`config.mk`:
```
export PLATFORM = sky130hd
export DESIGN_NAME = piso_serializer
export DESIGN_NICKNAME = d
export VERILOG_FILES = /design/src/rtl/serdes_pkg.sv /design/src/rtl/piso_serializer.sv
export SDC_FILE = /design/constraint.sdc
export NUM_CORES = 1
export LEC_CHECK = 0
export ABC_AREA = 1
export BUFFER_PORTS_ARGS = -buffer_cell sky130_fd_sc_hd__buf_2
export CAP_MARGIN = 0
export CORE_MARGIN = 2
export CORE_UTILIZATION = 45
export CTS_CLUSTER_DIAMETER = 60
export DETAILED_ROUTE_END_ITERATION = 12
export HOLD_SLACK_MARGIN = 0.05
export PLACE_DENSITY = 0.8
export SYNTH_ARGS = -nofsm -noshare
export SYNTH_HDL_FRONTEND = slang
export SYNTH_SLANG_ARGS = --single-unit
export TNS_END_PERCENT = 20
```
`constraint.sdc`:
```
create_clock -name clk -period 1.75 [get_ports clk]
set_clock_uncertainty 0.15 [all_clocks]
set_input_delay 0.35 -clock clk [delete_from_list [all_inputs] [get_ports clk]]
set_output_delay 0.35 -clock clk [all_outputs]
set_load 0.05 [all_outputs]
```
`src/rtl/serdes_pkg.sv`:
```
// -----------------------------------------------------------------------------
// serdes_pkg
//
// Shared definitions for the NoC link serializer / deserializer pair.
//
// Contents:
//   SERIAL_SIZE, PARALLEL_SIZE : default beat width and word width
//   BEATS, CNT_W               : beats per word and beat counter width
//   serdes_state_t             : transmit FSM states (IDLE, SHIFT, PARITY)
//   beat_xor()                 : XOR of all beats of a default-size word;
//                                used for the parity beat and by the
//                                receive-side checker
//
// Optional feature macro used by the users of this package:
//   SERIALIZER_PARITY_EN
// -----------------------------------------------------------------------------
package serdes_pkg;

    localparam int SERIAL_SIZE   = 4;
    localparam int PARALLEL_SIZE = 32;
    localparam int BEATS         = PARALLEL_SIZE / SERIAL_SIZE;
    localparam int CNT_W         = (BEATS > 1) ? $clog2(BEATS) : 1;

    // PARITY is only reachable when SERIALIZER_PARITY_EN is defined.
    typedef enum logic [1:0] {
        IDLE   = 2'd0,
        SHIFT  = 2'd1,
        PARITY = 2'd2
    } serdes_state_t;

    // Bitwise XOR of every SERIAL_SIZE-bit beat of a PARALLEL_SIZE-bit word.
    function automatic logic [SERIAL_SIZE-1:0] beat_xor(
        input logic [PARALLEL_SIZE-1:0] word
    );
        logic [SERIAL_SIZE-1:0] acc;
        acc = '0;
        for (int i = 0; i < BEATS; i++) begin
            acc = acc ^ word[i*SERIAL_SIZE +: SERIAL_SIZE];
        end
        return acc;
    endfunction

endpackage

```
`src/rtl/piso_serializer.sv`:
```
// -----------------------------------------------------------------------------
// piso_serializer
//
// Parallel-in / serial-out serializer for the NoC link egress. Takes one
// parallel_size-bit word over a valid/ready handshake and emits it as
// parallel_size/serial_size beats, least-significant beat first, so that a
// right-shifting SIPO on the far side rebuilds the word with beat 0 in the
// low bits.
//
// Parameters:
//   parallel_size : input word width (integer multiple of serial_size)
//   serial_size   : serial beat width
//
// Ports:
//   clk        in   clock, rising edge
//   reset      in   synchronous, active-high
//   in_data    in   [parallel_size-1:0] word to serialize
//   in_valid   in   in_data is valid
//   in_ready   out  a word can be accepted this cycle
//   ser_data   out  [serial_size-1:0] current serial beat
//   ser_valid  out  ser_data is valid
//   ser_ready  in   downstream accepts the beat this cycle
//   ser_last   out  final beat of a word
//
// Handshake semantics (both sides): a transfer happens on a rising edge where
// valid && ready are both high. A producer holding valid keeps its data
// stable until the transfer; while ser_valid && !ser_ready the serial
// outputs and all internal state are held. in_ready depends combinationally
// on ser_ready (back-to-back reload on the final beat); this path is
// intentional.
//
// Optional feature (macro SERIALIZER_PARITY_EN): after the data beats one
// extra beat carrying the XOR of all data beats is sent, and ser_last moves
// from the last data beat to that parity beat.
// -----------------------------------------------------------------------------
module piso_serializer
    import serdes_pkg::*;
#(
    parameter int parallel_size = 32,
    parameter int serial_size   = 4
) (
    input  logic                     clk,
    input  logic                     reset,
    input  logic [parallel_size-1:0] in_data,
    input  logic                     in_valid,
    output logic                     in_ready,
    output logic [serial_size-1:0]   ser_data,
    output logic                     ser_valid,
    input  logic                     ser_ready,
    output logic                     ser_last
);

    localparam int BEATS_L = parallel_size / serial_size;
    localparam int CNT_W_L = (BEATS_L > 1) ? $clog2(BEATS_L) : 1;
    localparam logic [CNT_W_L-1:0] LAST_CNT = CNT_W_L'(BEATS_L - 1);

    serdes_state_t            state;
    logic [parallel_size-1:0] shift_reg;
    logic [CNT_W_L-1:0]       cnt;

    // Final beat of the word is currently on the link.
    logic final_beat;
    // The last data beat is on the link (differs from final_beat only when
    // a parity beat follows).
    logic last_data_beat;
    logic beat_xfer;
    logic load;

    assign last_data_beat = (state == SHIFT) && (cnt == LAST_CNT);
    assign beat_xfer      = ser_valid && ser_ready;

`ifdef SERIALIZER_PARITY_EN
    logic [serial_size-1:0] parity_reg;
    logic [serial_size-1:0] in_parity;

    // XOR of all beats of the incoming word, captured at load time.
    always_comb begin
        in_parity = '0;
        for (int i = 0; i < BEATS_L; i++) begin
            in_parity = in_parity ^ in_data[i*serial_size +: serial_size];
        end
    end

    assign final_beat = (state == PARITY);
    assign ser_valid  = (state == SHIFT) || (state == PARITY);
    assign ser_last   = (state == PARITY);
    assign ser_data   = (state == PARITY) ? parity_reg
                      : (state == SHIFT)  ? shift_reg[serial_size-1:0]
                      : '0;
`else
    assign final_beat = last_data_beat;
    assign ser_valid  = (state == SHIFT);
    assign ser_last   = last_data_beat;
    assign ser_data   = (state == SHIFT) ? shift_reg[serial_size-1:0] : '0;
`endif

    // A new word is taken either from IDLE or on the very cycle the final
    // beat leaves, which keeps consecutive words gap-free on the link.
    assign in_ready = !reset && ((state == IDLE) || (final_beat && ser_ready));
    assign load     = in_valid && in_ready;

    always_ff @(posedge clk) begin
        if (reset) begin
            state     <= IDLE;
            shift_reg <= '0;
            cnt       <= '0;
`ifdef SERIALIZER_PARITY_EN
            parity_reg <= '0;
`endif
        end else begin
            case (state)
                IDLE: begin
                    if (load) begin
                        state     <= SHIFT;
                        shift_reg <= in_data;
                        cnt       <= '0;
`ifdef SERIALIZER_PARITY_EN
                        parity_reg <= in_parity;
`endif
                    end
                end

                SHIFT: begin
                    if (beat_xfer) begin
                        if (last_data_beat) begin
`ifdef SERIALIZER_PARITY_EN
                            // Data exhausted; the parity beat follows.
                            state     <= PARITY;
                            shift_reg <= '0;
                            cnt       <= '0;
`else
                            // Reload takes priority over going idle.
                            if (load) begin
                                state     <= SHIFT;
                                shift_reg <= in_data;
                                cnt       <= '0;
                            end else begin
                                state     <= IDLE;
                                shift_reg <= '0;
                                cnt       <= '0;
                            end
`endif
                        end else begin
                            shift_reg <= shift_reg >> serial_size;
                            cnt       <= cnt + CNT_W_L'(1);
                        end
                    end
                end

`ifdef SERIALIZER_PARITY_EN
                PARITY: begin
                    if (beat_xfer) begin
                        if (load) begin
                            state      <= SHIFT;
                            shift_reg  <= in_data;
                            cnt        <= '0;
                            parity_reg <= in_parity;
                        end else begin
                            state      <= IDLE;
                            shift_reg  <= '0;
                            cnt        <= '0;
                            parity_reg <= '0;
                        end
                    end
                end
`endif

                default: begin
                    state     <= IDLE;
                    shift_reg <= '0;
                    cnt       <= '0;
                end
            endcase
        end
    end

endmodule
```
Word-level counts from Yosys, hierarchy flattened. Index checks and enable logic that the tools add are counted.

Flip-flop bits (word level): 37. Bits in latches: 0. RAM bits: 0. ROM bits: 0. Input bits: 36. Output and inout port bits: 7. Logic and storage cells: 34. Memories: 0.

$add $sub $neg: 1. Multipliers: 0. Div/mod/pow operators: 0. Magnitude comparators: 0. Equal/unequal tests: 5. Shift-type cells: 0. Mux-type cells: 15. Bitwise gates (word level): 0. Reductions and logical operators: 10.

Operators with widths (count): two-way mux 32 bit (4); case mux 32 bit (2 select lines) (1); two-way mux 3 bit (3); two-way mux 2 bit (3); case mux 3 bit (2 select lines) (1); logical AND 1 bit (5); two-way mux 4 bit (1); inequality test 2 x 1 -> 1 bit, second input constant (2); case mux 2 bit (2 select lines) (1); adder 3 x 1 -> 3 bit, second input constant (1); equality test 3 bit, second input constant (1); AND reduction 3 bit (1); equality test 2 x 1 -> 1 bit, second input constant (1); logical NOT 2 bit (1); inequality test 2 bit, second input constant (1); AND reduction 2 bit (1); logical NOT 1 bit (1); logical OR 1 bit (1); two-way mux 1 bit (1).

Longest topological paths before layout. Gate-level depths: netlist (run 1).

Depth after elaboration: 10. Gate-level depth with buffers: 9. Gate-level depth less buffers: 8.

Worst setup path after synthesis (run 1). No wires, ideal clock.

Path type: flip-flop to flip-flop. From: register state[0]. To: register shift_reg[28]. Setup time: 0.070 ns. Data arrival time: 1.943 ns. Data required time: 1.530 ns. Setup slack: -0.413 ns. Cell stages (with the launch flop): 5. Path buffers: 1. Clock period less this slack: 2.163 ns. Cells stage by stage: dfxtp_1 -> buf_6 -> a21oi_1 -> nand3_1 -> a21oi_1.

Cells in the longest elaborated chain, start to end: 10. Elaborated cells on any way between the ends: 15. Those cells by class: eq/ne: 3; mux: 4; reduce/logical: 8.

RTL lines: start: declaration (line piso_serializer.sv:57) `serdes_state_t state;`; start signal: assignment (line piso_serializer.sv:104) `state <= IDLE;`; start signal: assignment (line piso_serializer.sv:114) `state <= SHIFT;`; start signal: assignment (line piso_serializer.sv:134) `state <= SHIFT;`; equality test 2 x 1 -> 1 bit (line piso_serializer.sv:69) `assign last_data_beat = (state == SHIFT) && (cnt == LAST_CNT);`; logical AND 1 bit (line piso_serializer.sv:69); logical AND 1 bit (line piso_serializer.sv:99) `assign in_ready = !reset && ((state == IDLE) || (final_beat && ser_ready));`; logical OR 1 bit * (line piso_serializer.sv:99); logical AND 1 bit * (line piso_serializer.sv:99); via in_ready (line piso_serializer.sv:46) `output logic in_ready,`; logical AND 1 bit * (line piso_serializer.sv:100) `assign load = in_valid && in_ready;`; two-way mux 32 bit (line piso_serializer.sv:133) `if (load) begin`; two-way mux 32 bit (line piso_serializer.sv:125) `if (last_data_beat) begin`; two-way mux 32 bit (line piso_serializer.sv:124) `if (beat_xfer) begin`; case mux 32 bit (2 select lines) (line piso_serializer.sv:111) `case (state)`; end signal: assignment (line piso_serializer.sv:115) `shift_reg <= in_data;`; end signal: assignment (line piso_serializer.sv:135) `shift_reg <= in_data;`; end signal: assignment (line piso_serializer.sv:144) `shift_reg <= shift_reg >> serial_size;`; end: declaration (line piso_serializer.sv:58) `logic [parallel_size-1:0] shift_reg;`.

Mark *: on every way through the listed nets, which the timed path passes. The rest lies on a longest branch. The select of a mux whose other input is x is not followed. A chain may end at the register's enable or synchronous reset.

Worst setup path after layout (run 1).
From: register cnt[0]. To: output in_ready.

Cells in the longest elaborated chain, start to end: 5.

RTL lines: start: declaration (line piso_serializer.sv:59) `logic [CNT_W_L-1:0] cnt;`; start signal: assignment (line piso_serializer.sv:145) `cnt <= cnt + CNT_W_L'(1);`; equality test 3 bit (line piso_serializer.sv:69); logical AND 1 bit (line piso_serializer.sv:69); logical AND 1 bit (line piso_serializer.sv:99); logical OR 1 bit (line piso_serializer.sv:99); logical AND 1 bit (line piso_serializer.sv:99); end: declaration (line piso_serializer.sv:46).

No other way between the ends.

==> results of run 1 <==
-- kinds of logic after synthesis --
group / count (synthesis) / share of synthesized area, %
AOI/OAI and AO/OA: 93 / 25.0
buffers and inverters: 54 / 14.7
adders and majority gates: 2 / 1.34
and+or+nand+nor: 85 / 20.3
DFF: 36 / 38.7
-- Yosys cell counts --
cell type	number
clkbuf_1	1
buf_1	1
nor2_1	31
nand2_1	38
a21oi_1	63
nand3b_4	1
inv_4	1
ha_1	2
nand3_1	11
o21ai_0	25
buf_6	7
nand3_2	1
buf_2	9
dfxtp_1	36
inv_1	34
nand2_4	3
o21ai_1	5
buf_4	1
-- through the flow --
step | std cells | area, um2 | total power, W
after CTS | 360 | 2250 | 0.00204
after global routing | 361 | 2260 | 0.00213
after floorplan | 270 | 1870 | 0.00121
after detailed placement | 351 | 2080 | 0.00129
final | 361 | 2260 | 0.00203
after global placement | 351 | 2080 | 0.00129
-- power by group --
group / switching (W) / internal, W
Combinational: 0.000223 / 0.000148
Clock: 0.000312 / 0.000423
Sequential: 0.0000368 / 0.000891
-- critical path: stages, from the launching register on --
cell     delay, ns
dfxtp_2       0.35
ha_4          0.14
ha_4          0.14
nand2_4       0.06
a21oi_4       0.13
buf_6         0.17
-- what timing repair did --
action	CTS	global route
cloned	0	0
gates resized for setup	15	1
hold buffers	0	0
pin swaps	0	0
buffers inserted	1	1
setup endpoints to repair	9	8
-- cell type report --
class	instances	area (um2)	area share (%)
clock buffer	6	72.6	3.21
clock inverter	2	35.0	1.55
inverter	35	134	5.92
multi-input combinational	180	912	40.4
sequential	36	723	32.0
tap	50	62.6	2.77
timing repair buffer	52	320	14.2
-- path summary, 6_finish.rpt --
path / from / slack (ns) / to
max: cnt[0] / -0.05 / in_ready
min: in_data[12] / 0.14 / shift_reg[12]
max reg2reg: state[0] / 0.14 / cnt[0]
min reg2reg: shift_reg[29] / 0.34 / shift_reg[29]
-- per-layer routing --
| layer | vias to the layer above | part of all wire [%] |
|---|---|---|
| li1 | 953 | - |
| met1 | 832 | 44 |
| met2 | 57 | 48 |
| met3 | 11 | 5.9 |
| met4 | 0 | 2.4 |
| met5 | - | 0 |
==> key figures, run 1 <==
Critical path
  – Startpoint Class: flop
  – CP Capture Type: primary output
  – Critical Path RT: 1.25 ns
  – CP arrival: 1.30 ns
  – CP Class: reg -> out
  – Critical-path maximum fanout: 3
  – Cells on worst reg2reg path: 6

GRT
  – Met3 usage: 5.43%
  – Pin count of the biggest net entering global routing: 33
  – Remaining global-route overflow: 0
  – Vias in the first global route: 1,644
  – Gr busiest metal: met2
  – First-pass GRT wire length: 7160 um
  – Routing usage on met2: 33.6%
  – Total GRT Usage: 20.6%
  – Met1 GRT Util: 24.9%
  – Antenna violations before repair: 0

STA
  – Final cycle utilization of the critical path: 103%
  – Final setup vio count: 1
  – Fmax: 555 MHz
  – Final hold vios: 0
  – Final Worst Setup Slack: -0.0522 ns
  – Final min period: 1.80 ns
  – Setup TNS: -0.0522 ns
  – Worst-Margin Slew: 0.314 ns
  – Slew headroom: 79.1%
  – WHS: 0.141 ns
  – RSZ-0062 raised after global routing: yes
  – Final Slew Violations: 0

Routing
  – Total number of vias: 1,853
  – Vias per cell: 5.13
  – Remaining antenna violation count after routing: 0
  – Drt pass-1 iters: 4
  – DRC viols: 0
  – WL per Instance: 12.4 um
  – Wirelength, routed: 4470 um
  – DRC marker count from the first detailed-route iteration: 140

Synthesis
  – Cells after synthesis: 270
  – Synth top area cells: dfxtp_1, a21oi_1, nand2_1, inv_1, o21ai_0
  – Post-Syn Nets: 308
  – Yosys warning total: 0
  – Post-synth top area cell: dfxtp_1
  – Cell variety after synth: 18
  – Seq/Total Area, Yosys: 38.7%
  – Yosys reg bits: 36
  – Mapped Area: 1860 um2
  – Average cell area after synthesis: 6.90 um2
  – Top cell type's share of synthesized area: 38.7%

Finish
  – Layout area overhead: 21.4%
  – Leading cell type in the layout, fill and taps excluded: a21oi_1
  – Fillers: 396
  – Share of cells above drive strength 1: 22.8%
  – Most frequent cells in the layout: a21oi_1, nand2_1, buf_2, inv_1, dfxtp_1
  – Ant diodes: 0
  – Largest register FFs: 32
  – Final Util: 56.5%
  – Final #Nets: 348

CTS
  – CTS tree: done
  – CTS clk-pin slew, worst paths: 0.07 ns
  – Htree depth: 2
  – Worst-Skew Late Latency: 0.30 ns
  – TritonCTS buffer count: 5
  – Clock Sinks: 36
  – CTS max path bufs: 2
  – Clk root buf: clkbuf_8

Placement
  – IO Port Bufs: 42
  – Dpl hpwl: 2690 um
  – RePlAce Congestion: 0.812
  – Setup WS pre-CTS: 0.00794 ns

Flow run
  – Max Cap Violations: 0

Die
  – DIE HEIGHT: 68.3 um
  – Die Wd: 68.3 um
  – I/O pins: 43
  – Row count: 23
  – Core region area: 4000 um2
  – Die area: 4670 um2
  – Initial core utilization: 46.5%

Power
  – Peak supply drop: 605 uV
  – Pwr/cell area: 900 nW/um2
  – Static Leakage: 1.06 nW

Status
  – Failing checks: setup timing
  – Status: finished with violations

Min path
  – Cells on Worst Hold Path: 3
  – Worst Hold Class: in -> reg
Note: power is estimated with default switching activity, not from simulation.
==> run 2: changes to the inputs <==
--- a/config.mk
+++ b/config.mk
@@ -5,7 +5,6 @@
 export SDC_FILE = /design/constraint.sdc
 export NUM_CORES = 1
 export LEC_CHECK = 0
-export ABC_AREA = 1
 export BUFFER_PORTS_ARGS = -buffer_cell sky130_fd_sc_hd__buf_2
 export CAP_MARGIN = 0
 export CORE_MARGIN = 2
@@ -13,7 +12,7 @@
 export CTS_CLUSTER_DIAMETER = 60
 export DETAILED_ROUTE_END_ITERATION = 12
 export HOLD_SLACK_MARGIN = 0.05
-export PLACE_DENSITY = 0.8
+export PLACE_DENSITY = 0.68
 export SYNTH_ARGS = -nofsm -noshare
 export SYNTH_HDL_FRONTEND = slang
 export SYNTH_SLANG_ARGS = --single-unit
==> key figures, run 2 <==
CTS
  – Hold buffer count at cts: 0 (unchanged)
  – Htree depth: 2 (unchanged)
  – Clk root buf: clkbuf_8
  – CTS max path bufs: 2 (unchanged)
  – Clock Sinks: 36 (unchanged)
  – TritonCTS buffer count: 5 (unchanged)
  – CTS clk-pin slew, worst paths: 0.07 ns (about the same)
  – CTS tree: done
  – Worst-Skew Late Latency: 0.30 ns (about the same)

Die
  – Initial core utilization: 46.9% (+0.38 points)
  – DIE HEIGHT: 68.8 um (+0.72%)
  – Row count: 23 (unchanged)
  – I/O pins: 43 (unchanged)
  – Die area: 4740 um2 (+1.5%)
  – Die Wd: 68.8 um (+0.72%)
  – Core region area: 4030 um2 (+0.72%)

Placement
  – Dpl hpwl: 2870 um (+6.5%)
  – IO Port Bufs: 42 (unchanged)
  – Setup WS pre-CTS: -0.0607 ns (-0.0686 ns)
  – RePlAce Congestion: 0.823 (+1.4%)

STA
  – Fmax: 528 MHz (-4.9%)
  – Slew headroom: 66.3% (-13 points)
  – Worst-Margin Slew: 0.505 ns (+0.191 ns)
  – Final cycle utilization of the critical path: 108% (+5.3 points)
  – Final Slew Violations: 0 (unchanged)
  – Final setup vio count: 29 (+28)
  – WHS: 0.168 ns (+0.0270 ns)
  – RSZ-0062 raised after global routing: yes
  – Final min period: 1.90 ns (+0.0934 ns)
  – Final hold vios: 0 (unchanged)
  – Final Worst Setup Slack: -0.146 ns (-0.0934 ns)

Critical path
  – CP arrival: 1.40 ns (+0.10 ns)
  – CP Depth: 5 (unchanged)
  – Cell Chain, Critical Path: ha_4 -> ha_4 -> a21bo_2 -> nor2b_4 -> buf_6
  – Largest delay share family, worst path: flip-flops
  – Critical-path maximum fanout: 3 (unchanged)
  – Most frequent CP cell: ha_4
  – Cells on worst reg2reg path: 8 (+2)
  – Critical path's largest stage delay: 0.34 ns (about the same)
  – Startpoint Class: flop
  – Slowest cell on crit path: dfxtp_2
  – Worst Path Buf+Inv: 1 (unchanged)
  – Critical Path RT: 1.25 ns (about the same)
  – CP Class: reg -> out
  – CP Capture Type: primary output

Routing
  – WL per Instance: 15.1 um (+22%)
  – DRC marker count from the first detailed-route iteration: 92 (-34%)
  – Remaining antenna violation count after routing: 0 (unchanged)
  – Total number of vias: 1,663 (-10%)
  – DRC viols: 0 (unchanged)
  – Drt pass-1 iters: 4 (unchanged)
  – Vias per cell: 5.51 (+7.3%)
  – Wirelength, routed: 4550 um (+1.9%)

Power
  – Static Leakage: 0.890 nW (-16%)
  – Pwr/cell area: 834 nW/um2 (-7.4%)
  – Peak supply drop: 392 uV (-35%)

Synthesis
  – Cells after synthesis: 207 (-23%)
  – Top-count cell post-synth: dfxtp_1
  – Mapped Area: 1890 um2 (+1.5%)
  – Yosys reg bits: 36 (unchanged)
  – Yosys warning total: 0 (unchanged)
  – Cell variety after synth: 32 (+14)
  – Synth top area cells: dfxtp_1, a311oi_2, nor2_1, nand2_1, o21ai_1
  – Post-synth top area cell: dfxtp_1
  – Synth cell count leaders: dfxtp_1, nor2_1, nand2_1, a311oi_2, o21ai_1
  – Most used DFF post-synth: dfxtp_1
  – Post-Syn Nets: 245 (-20%)
  – Post-synth EDFFs: 0 (unchanged)
  – Top cell type's share of synthesized area: 38.1% (-0.59 points)
  – Seq/Total Area, Yosys: 38.1% (-0.59 points)
  – Async set or reset register ratio after synthesis: 0% (unchanged)
  – Average cell area after synthesis: 9.13 um2 (+32%)

Finish
  – Most frequent cells in the layout: buf_2, dfxtp_1, nor2_1, nand2_1, a311oi_2
  – Layout area overhead: 21.4% (about the same)
  – Fillers: 412 (+4.0%)
  – Share of cells above drive strength 1: 40.5% (+18 points)
  – Leading cell type in the layout, fill and taps excluded: buf_2
  – Register area: 727 um2 (+0.52%)
  – Largest register FFs: 32 (unchanged)
  – Ant diodes: 0 (unchanged)
  – Final #Nets: 289 (-17%)
  – Final Util: 57.0% (+0.50 points)
  – Multi-input logic area: 1070 um2 (+17%)

GRT
  – Antenna violations before repair: 0 (unchanged)
  – First-pass GRT wire length: 7210 um (+0.77%)
  – Remaining global-route overflow: 0 (unchanged)
  – Vias in the first global route: 1,553 (-5.5%)
  – Pin count of the biggest net entering global routing: 29 (-12%)
  – Total GRT Usage: 20.6% (+0.034 points)

Min path
  – Cells on Worst Hold Path: 3 (unchanged)
  – Worst Hold Class: in -> reg

Status
  – Failing checks: setup timing
  – Status: finished with violations

Flow run
  – Max Cap Violations: 0 (unchanged)
-- run 2: worst paths after layout --
check	startpoint	end	slack (ns)
worst min register to register	shift_reg[31]	shift_reg[31]	0.32
worst max-delay path	cnt[1]	in_ready	-0.15
worst max register to register	cnt[1]	shift_reg[3]	-0.10
worst min-delay path	in_data[30]	shift_reg[30]	0.17
-- run 2: layout make-up --
| class | instances | share of cell area, % |
|---|---|---|
| multi-input cells | 151 | 46.5 |
| flip-flops and latches | 36 | 31.7 |
| repair buffers | 55 | 15.0 |
| clock buffers | 5 | 3.00 |
| well taps | 50 | 2.72 |
| clock inverters | 3 | 0.817 |
| inverters | 2 | 0.327 |
-- run 2: cell families (layout without fill, tap and decap cells) --
logic type                 after synthesis  in the layout  synth area share, %
and+or+nand+nor                         82             82                 20.2
AOI/OAI and AO/OA                       65             65                 29.7
DFF                                     36             36                 38.1
buffers and inverters                   20             65                 9.26
adders and majority gates                2              2                 1.32
muxes                                    2              2                 1.39
-- run 2: timing repair --
item | in CTS | in global routing
gates resized for setup | 18 | 4
pin swaps | 7 | 8
hold endpoints to repair | 0 | 0
setup endpoints to repair | 23 | 34
cloned | 0 | 0
setup buffers | 3 | 0
-- run 2: tightest hold or removal path, cell delays in order --
cell and delay (ns):
buf_2 0.10, nand3_1 0.06, a21oi_1 0.06
-- run 2: where the power goes --
| part | leakage [nW] | total, W | switching (W) | internal, W |
|---|---|---|---|---|
| clock network | 0.0479 | 0.000590 | 0.000313 | 0.000277 |
| registers | 0.300 | 0.000933 | 0.0000422 | 0.000891 |
| logic | 0.542 | 0.000390 | 0.000228 | 0.000163 |
-- run 2: per-stage QoR --
| stage | TNS [ns] | cells | power [W] | instance area, um2 |
|---|---|---|---|---|
| after CTS | -0.656 | 302 | 0.00192 | 2280 |
| after detailed placement | -0.296 | 291 | 0.00133 | 2090 |
| final | -1.24 | 302 | 0.00191 | 2300 |
| after global routing | -3.02 | 302 | 0.00201 | 2300 |
| after global placement | 0 | 291 | 0.00132 | 2090 |
| after floorplan | 0 | 207 | 0.00124 | 1900 |
-- run 2: layer usage --
layer / track usage, % / up-vias / part of all wire (%) / routed length [um]
li1: - / 836 / - / -
met1: 25.9 / 774 / 45 / 2060
met2: 34.0 / 48 / 47 / 2150
met3: 5.84 / 5 / 6.3 / 287
met4: 6.62 / 0 / 1.2 / 56
met5: 0 / - / 0 / 0
